$ cat src/rtl/io_port_responder.sv
// Memory-mapped I/O responder: port 1 is a TX FIFO / RX holding register, port 2 is status/control.
// Optional interrupt output and enables are built when IO_IRQ_EN is defined.
module io_port_responder #(
  parameter int unsigned DEPTH  = 4,
  parameter int unsigned DATA_W = 32
) (
  input  logic              clk,
  input  logic              rst,
  input  logic              io1_write,
  input  logic              io1_read,
  input  logic              io2_write,
  input  logic              io2_read,
  input  logic [31:0]       write_data,
  output logic [31:0]       read_data,
  output logic              read_valid,
  output logic [DATA_W-1:0] tx_data,
  output logic              tx_valid,
  input  logic              tx_ready,
  input  logic [DATA_W-1:0] rx_data,
  input  logic              rx_valid,
  output logic              rx_ready
`ifdef IO_IRQ_EN
  ,output logic             irq
`endif
);

  localparam int unsigned PTR_W = (DEPTH > 1) ? $clog2(DEPTH) : 1;
  localparam int unsigned CNT_W = $clog2(DEPTH) + 1;

  logic [DATA_W-1:0] mem_q [DEPTH];
  logic [DATA_W-1:0] mem_d [DEPTH];
  logic [PTR_W-1:0]  wr_ptr_q, wr_ptr_d;
  logic [PTR_W-1:0]  rd_ptr_q, rd_ptr_d;
  logic [CNT_W-1:0]  count_q, count_d;
  logic [DATA_W-1:0] rx_word_q, rx_word_d;
  logic              rx_full_q, rx_full_d;
  logic              overflow_q, overflow_d;
  logic              underflow_q, underflow_d;
  logic [31:0]       read_data_q, read_data_d;
  logic              read_valid_q, read_valid_d;
  logic [1:0]        ien_q, ien_d;
  logic              irq_q, irq_d;

  logic        full, empty, flush, pop, push, capture, ovf_set, unf_set;
  logic [31:0] status;

  assign full     = (count_q == CNT_W'(DEPTH));
  assign empty    = (count_q == '0);
  assign tx_valid = ~empty;
  assign tx_data  = mem_q[rd_ptr_q];
  assign rx_ready = ~rx_full_q;

  assign read_data  = read_data_q;
  assign read_valid = read_valid_q;
`ifdef IO_IRQ_EN
  assign irq = irq_q;
`endif

  // Strobe decode; flush overrides both push and pop in the same cycle.
  always_comb begin
    flush   = io2_write & write_data[2];
    pop     = tx_valid & tx_ready & ~flush;
    push    = io1_write & ~flush & (~full | (tx_valid & tx_ready));
    ovf_set = io1_write & ~flush & full & ~(tx_valid & tx_ready);
    capture = rx_valid & ~rx_full_q;
    unf_set = io1_read & ~rx_full_q;
  end

  // Status word samples pre-edge state.
  always_comb begin
    status = '0;
    status[0] = full;
    status[1] = empty;
    status[2] = rx_full_q;
    status[3] = overflow_q;
    status[4] = underflow_q;
`ifdef IO_IRQ_EN
    status[6:5] = ien_q;
`endif
    status[8 +: CNT_W] = count_q;
  end

  always_comb begin
    mem_d        = mem_q;
    wr_ptr_d     = wr_ptr_q;
    rd_ptr_d     = rd_ptr_q;
    count_d      = count_q;
    rx_word_d    = rx_word_q;
    rx_full_d    = rx_full_q;
    overflow_d   = overflow_q;
    underflow_d  = underflow_q;
    read_data_d  = read_data_q;
    read_valid_d = 1'b0;
    ien_d        = ien_q;
    irq_d        = 1'b0;

    if (flush) begin
      wr_ptr_d = '0;
      rd_ptr_d = '0;
      count_d  = '0;
    end else begin
      if (push) begin
        mem_d[wr_ptr_q] = write_data[DATA_W-1:0];
        wr_ptr_d        = wr_ptr_q + PTR_W'(1);
      end
      if (pop) begin
        rd_ptr_d = rd_ptr_q + PTR_W'(1);
      end
      count_d = count_q + CNT_W'(push) - CNT_W'(pop);
    end

    // io1_read takes priority over io2_read on the load bus.
    if (io1_read) begin
      read_valid_d = 1'b1;
      read_data_d  = rx_full_q ? 32'(rx_word_q) : 32'd0;
    end else if (io2_read) begin
      read_valid_d = 1'b1;
      read_data_d  = status;
    end

    if (capture) begin
      rx_word_d = rx_data;
    end
    rx_full_d = capture | (rx_full_q & ~io1_read);

    // Sticky bits: a set in the same cycle as a clear wins.
    overflow_d  = (overflow_q  & ~(io2_write & write_data[0])) | ovf_set;
    underflow_d = (underflow_q & ~(io2_write & write_data[1])) | unf_set;

`ifdef IO_IRQ_EN
    if (io2_write) begin
      ien_d = write_data[4:3];
    end
    irq_d = (rx_full_q & ien_q[0]) | (empty & ien_q[1]);
`endif
  end

  always_ff @(posedge clk) begin
    if (rst) begin
      mem_q        <= '{default: '0};
      wr_ptr_q     <= '0;
      rd_ptr_q     <= '0;
      count_q      <= '0;
      rx_word_q    <= '0;
      rx_full_q    <= 1'b0;
      overflow_q   <= 1'b0;
      underflow_q  <= 1'b0;
      read_data_q  <= '0;
      read_valid_q <= 1'b0;
      ien_q        <= '0;
      irq_q        <= 1'b0;
    end else begin
      mem_q        <= mem_d;
      wr_ptr_q     <= wr_ptr_d;
      rd_ptr_q     <= rd_ptr_d;
      count_q      <= count_d;
      rx_word_q    <= rx_word_d;
      rx_full_q    <= rx_full_d;
      overflow_q   <= overflow_d;
      underflow_q  <= underflow_d;
      read_data_q  <= read_data_d;
      read_valid_q <= read_valid_d;
      ien_q        <= ien_d;
      irq_q        <= irq_d;
    end
  end

endmodule

$ cat config.mk
export PLATFORM = sky130hd
export DESIGN_NAME = io_port_responder
export DESIGN_NICKNAME = d
export VERILOG_FILES = /design/src/rtl/io_port_responder.sv
export SDC_FILE = /design/constraint.sdc
export NUM_CORES = 1
export LEC_CHECK = 0
export CAP_MARGIN = 20
export CORE_UTILIZATION = 45
export DETAILED_ROUTE_END_ITERATION = 6
export PLACE_DENSITY = 0.72
export SYNTH_ARGS = -nofsm -noshare
export SYNTH_HDL_FRONTEND = slang
export SYNTH_SLANG_ARGS = --single-unit
$ cat constraint.sdc
create_clock -name clk -period 2.75 [get_ports clk]
set_input_delay 0.825 -clock clk [delete_from_list [all_inputs] [get_ports clk]]
set_output_delay 0.825 -clock clk [all_outputs]
set_load 0.01 [all_outputs]
==> flow_metrics.tcl, run 1 <==
set metrics [dict create \
    max_slew.worst_pin.slew_ns 0.620 \
    critPathLaunchType "flop" \
    areaGrowthSynthToFinish_pct 28.4 \
    ys_types 36 \
    timing.fmax_mhz 369 \
    die_area_um2 19900 \
    cts_root_buf "clkbuf_16" \
    pin_count 139 \
    total_power_mw 7.16 \
    ys_seq_elements 203 \
    synth_ff_type "dfxtp_1" \
    start_util_pct 46.1 \
    core_um2 18800 \
    wl_per_cell_um 15.6 \
    path_max_fanout 12 \
    fin_skew_ns 0.0131 \
    fin_setup_tns_ns 0 \
    synth-edff-count 0 \
    period_needed_ns 2.71 \
    die_x_um 141 \
    grt_setup_unrepaired "yes" \
    drc 0 \
    grt_max_degree 76 \
    utilization_pct 59.3 \
    cp-end-kind "primary output" \
    grt_pass1_vias 6358 \
    h-tree-depth 1 \
    chipHeight_um 141 \
    wl_met3_mm 1.25 \
    netlist_area_um2 8690 \
    dp_hpwl_mm 12.0 \
    hp-class "flop to flop" \
    insertion_delay_ns 0.50 \
    drt_iter0_markers 230 \
    synth_fp_nets 903 \
    syn_area_per_cell_um2 10.5 \
    dr.pass1.iters 5 \
    finalWirelength_mm 19.1 \
    antennaDiodeCount 0 \
    dr_wl_met2_mm 8.98 \
    cap_violations 0 \
    async_flop_share_pct 0 \
    slew_viol_final 0 \
    most-common-layout-cells "dfxtp_1, nand2b_1, mux2i_1" \
    criticalPathCategory "flop to primary output" \
    leakagePower_nw 4.56 \
    setup_violations 0 \
    top_layer "met4" \
    cts_sinks 203 \
    port_buffers 138 \
    layout_commonest_cell "dfxtp_1" \
    path_clk_slew_ns 0.06 \
    synth_warnings 0 \
    finalCritPeriodShare_pct 98.5 \
    vias 6176 \
    nets 1033 \
    grt_pass1_wl_mm 31.7 \
    status "finished, final reports clean" \
    antenna_found_initial 0 \
    r2r_slack_ns 0.41 \
    seq_area_frac_synth_pct 46.8 \
    drive_above_1_share_pct 12.3 \
    fin_hold_ws_ns 0.454 \
    drt-met1-wl_mm 8.56 \
    hold_viol 0 \
    fp-row-count 50 \
    required_ns 1.93 \
    slew_headroom_pct 58.1 \
    irDropWorstVdd_uv 512 \
    cts_tree "built" \
    crit_arrival_ns 1.88 \
    clock_path_buffers 3 \
    viasPerCell 5.03 \
    cts_buffers 23 \
    pwr_density_cell_nw_per_um2 642 \
    place_area_um2 10400 \
    gr-total-overflow 0 \
    netlist_instances 824 \
    antenna_left 0 \
    fin_area_um2 11200 \
    place.gp.congestion 0.788 \
    grt_use_total_pct 19.6 \
]
synth_stat cells, types with 2 or more instances:
master      n  area share (%)
dfxtp_1   203              47
nor3_1      2            0.12
a211oi_1   11            0.95
ha_1        6            0.86
nand2_1    77             3.3
nand3_1     3            0.17
inv_1       6            0.26
mux2i_1   129              15
nor4b_1     2            0.20
o21ai_0     3            0.17
buf_6       4            0.52
nor2_1     30             1.3
a22oi_1    27             2.3
mux4_2     32             8.3
a21oi_1    36             2.1
nand2b_1  163              12
nor2b_1     7            0.50
buf_2       3            0.17
buf_4       7            0.60
xnor2_1     2            0.20
buf_12      2            0.46
clkbuf_1   50             2.2
and2_1      4            0.29
nand3_2     2            0.23
o211ai_1    2            0.17
kinds of logic after synthesis:
kind of cell / after synthesis / share of synthesized area (%)
multiplexers: 162 / 23.3
buffers and inverters: 72 / 4.18
flip-flops: 203 / 46.8
XOR/XNOR: 2 / 0.202
adder cells (fa/ha/maj): 7 / 1.09
AO/OA/AOI/OAI: 83 / 6.08
AND/OR/NAND/NOR: 295 / 18.4
report_power, final:
| part | switching [mW] | internal [mW] |
|---|---|---|
| sequential | 0.0917 | 3.08 |
| combinational | 0.487 | 0.573 |
| clock | 1.16 | 1.77 |
path summary, 6_finish.rpt:
path,from,endpoint,cells after the start
hold / removal,rx_word_q[8],rx_word_q[8],2
setup reg to reg,count_q[0],count_q[2],9
hold reg to reg,rx_word_q[8],rx_word_q[8],2
setup / recovery,rd_ptr_q[1],tx_data[0],4
area by class of cell:
type / instances / area [um2]
clock buffer: 34 / 667
clock inverter: 6 / 62.6
fill: 1607 / 7670
inverter: 6 / 22.5
multi-input combinational: 549 / 4280
sequential: 203 / 4070
tap: 260 / 325
timing repair buffer: 171 / 1740
critical path, stage by stage, from the launching register on:
cell     delay (ns)
dfxtp_4        0.42
buf_12         0.17
buf_4          0.14
mux4_2         0.49
buf_2          0.17
sequential cells by signal, indices dropped and copies added, names as in the netlist:
register,flops
mem_q,128
underflow_q,1
overflow_q,1
read_data,32
rd_ptr_q,2
rx_word_q,32
read_valid,1
rx_full_q,1
count_q,3
wr_ptr_q,2
through the flow:
step                      worst slack (ns)  std cells
after floorplan                     0.0374        824
after global placement              -0.293       1185
after detailed placement            -0.339       1185
after CTS                          -0.0234       1229
after global routing               -0.0374       1229
final                               0.0413       1229
metal layers:
metal,track usage [%],up-vias
li1,-,3081
met1,23.9,2925
met2,33.9,143
met3,5.47,27
met4,5.38,0
met5,0,-
repair_timing:
action	CTS	global route
resized for setup	50	28
hold buffers	0	0
cloned	1	0
buffers inserted	3	0
setup endpoints to repair	32	28
No activity file was read; power rests on OpenSTA's default activity.
==> inputs of run 2 (changes only) <==
--- a/config.mk
+++ b/config.mk
@@ -12,3 +12,4 @@
 export SYNTH_ARGS = -nofsm -noshare
 export SYNTH_HDL_FRONTEND = slang
 export SYNTH_SLANG_ARGS = --single-unit
+export TNS_END_PERCENT = 1
==> run 2 against run 1 <==
Against the previous run:
- clock power about the same
- utilization rose by 0.053 points
- count of clock-buffer cells in the layout unchanged
- setup slack got worse by 0.032 ns
- clock skew decreased by 0.00079 ns
- die area unchanged
- non-clock buffer count rose by 2
- sequential share of layout area about the same
- critical path depth unchanged
- largest power group unchanged
==> flow_metrics.tcl, run 2 (synthesis results as in run 1) <==
set metrics [dict create \
    antennaDiodeCount 0 \
    hp-class "flop to flop" \
    drc 0 \
    layout_setup_ws_ns 0.00930 \
    criticalPathCategory "flop to primary output" \
    max_slew.worst_pin.slew_ns 0.633 \
    place_area_um2 10400 \
    crit_chain "buf_12 -> buf_16 -> mux4_2 -> clkdlybuf4s15_1" \
    path_clk_slew_ns 0.06 \
    start_util_pct 46.1 \
    critPathLaunchType "flop" \
    grt_pass1_vias 6363 \
    drive_above_1_share_pct 13.1 \
    cp_slowest_cell "mux4_2" \
    total_power_mw 7.15 \
    areaGrowthSynthToFinish_pct 28.5 \
    cts_root_buf "clkbuf_16" \
    top_register "mem_q" \
    clock_path_buffers 3 \
    viasPerCell 5.00 \
    status "finished, final reports clean" \
    gr-total-overflow 0 \
    grt_setup_unrepaired "yes" \
    layout_commonest_cell "dfxtp_1" \
    wl_per_cell_um 15.6 \
    h-tree-depth 1 \
    path_max_fanout 9 \
    finalCritPeriodShare_pct 99.7 \
    finalWirelength_mm 19.2 \
    antenna_found_initial 0 \
    slew_viol_final 0 \
    irDropWorstVdd_uv 513 \
    pin_count 139 \
    pwr_density_cell_nw_per_um2 640 \
    antenna_left 0 \
    fin_area_um2 11200 \
    die_area_um2 19900 \
    grt_max_degree 76 \
    drt_iter0_markers 242 \
    leakagePower_nw 4.57 \
    hold_viol 0 \
    grt_use_total_pct 19.6 \
    setup_violations 0 \
    most-common-layout-cells "dfxtp_1, nand2b_1, mux2i_1" \
    cts_sinks 203 \
    insertion_delay_ns 0.50 \
    ctsHoldBuffers 0 \
    chipHeight_um 141 \
    core_um2 18800 \
    stdcell_count 1231 \
    grt_pass1_wl_mm 31.7 \
    dr.pass1.iters 4 \
    nFillCells 1614 \
    cap_violations 0 \
    cp-end-kind "primary output" \
    fin_setup_tns_ns 0 \
    fp-row-count 50 \
    dp.cells 1185 \
    place.gp.congestion 0.788 \
    cts_tree "built" \
    timing.fmax_mhz 365 \
    fin_hold_ws_ns 0.455 \
    largest_reg_flops 128 \
    nets 1035 \
    slew_headroom_pct 57.2 \
    slowest_delay_ns 0.49 \
    vias 6160 \
    required_ns 1.93 \
    port_buffers 138 \
    fin_skew_ns 0.0123 \
    period_needed_ns 2.74 \
    cts_buffers 23 \
    dp_slack_ns -0.339 \
    crit_arrival_ns 1.92 \
    dp_hpwl_mm 12.0 \
    die_x_um 141 \
    utilization_pct 59.3 \
]
==> run 2: path summary, 6_finish.rpt <==
kind                                    start       endpoint  slack, ns  depth (start not counted)
worst max-delay path              rd_ptr_q[1]    tx_data[23]      0.009                          4
worst min-delay path            rx_word_q[17]  rx_word_q[17]       0.46                          2
worst max register to register     count_q[0]     count_q[2]       0.41                          9
worst min register to register  rx_word_q[17]  rx_word_q[17]       0.46                          2
==> run 2: per-layer routing <==
| layer | track usage, % | vias up | share of wire [%] |
|---|---|---|---|
| li1 | - | 3089 | - |
| met1 | 23.9 | 2906 | 44 |
| met2 | 33.9 | 138 | 47 |
| met3 | 5.47 | 27 | 6.5 |
| met4 | 5.38 | 0 | 1.9 |
| met5 | 0 | - | 0 |
==> run 2: power breakdown <==
part | switching, mW | total, mW | internal [mW] | leakage (nW)
sequential | 0.0917 | 3.17 | 3.08 | 1.65
combinational | 0.486 | 1.05 | 0.569 | 2.56
clock | 1.16 | 2.93 | 1.77 | 0.361
total | 1.74 | 7.15 | 5.42 | 4.57
==> run 2: worst max-delay path, delay by kind of cell (launching register included) <==
kind,cells,cell delay [ns]
buf+inv,3,0.50
flops,1,0.41
mux,1,0.49
==> run 2: what timing repair did <==
item	in CTS	in global routing
endpoints found under the setup margin	32	25
gates cloned	1	1
resized for setup	45	38
buffers inserted	2	2
==> run 2: layout make-up <==
class	instances	area, um2	share of cell area, %
Inverter	6	22.5	0.202
Multi-Input combinational cell	549	4280	38.3
Clock buffer	34	667	5.97
Clock inverter	6	62.6	0.560
Sequential cell	203	4070	36.5
Tap cell	260	325	2.91
Timing Repair Buffer	173	1750	15.6
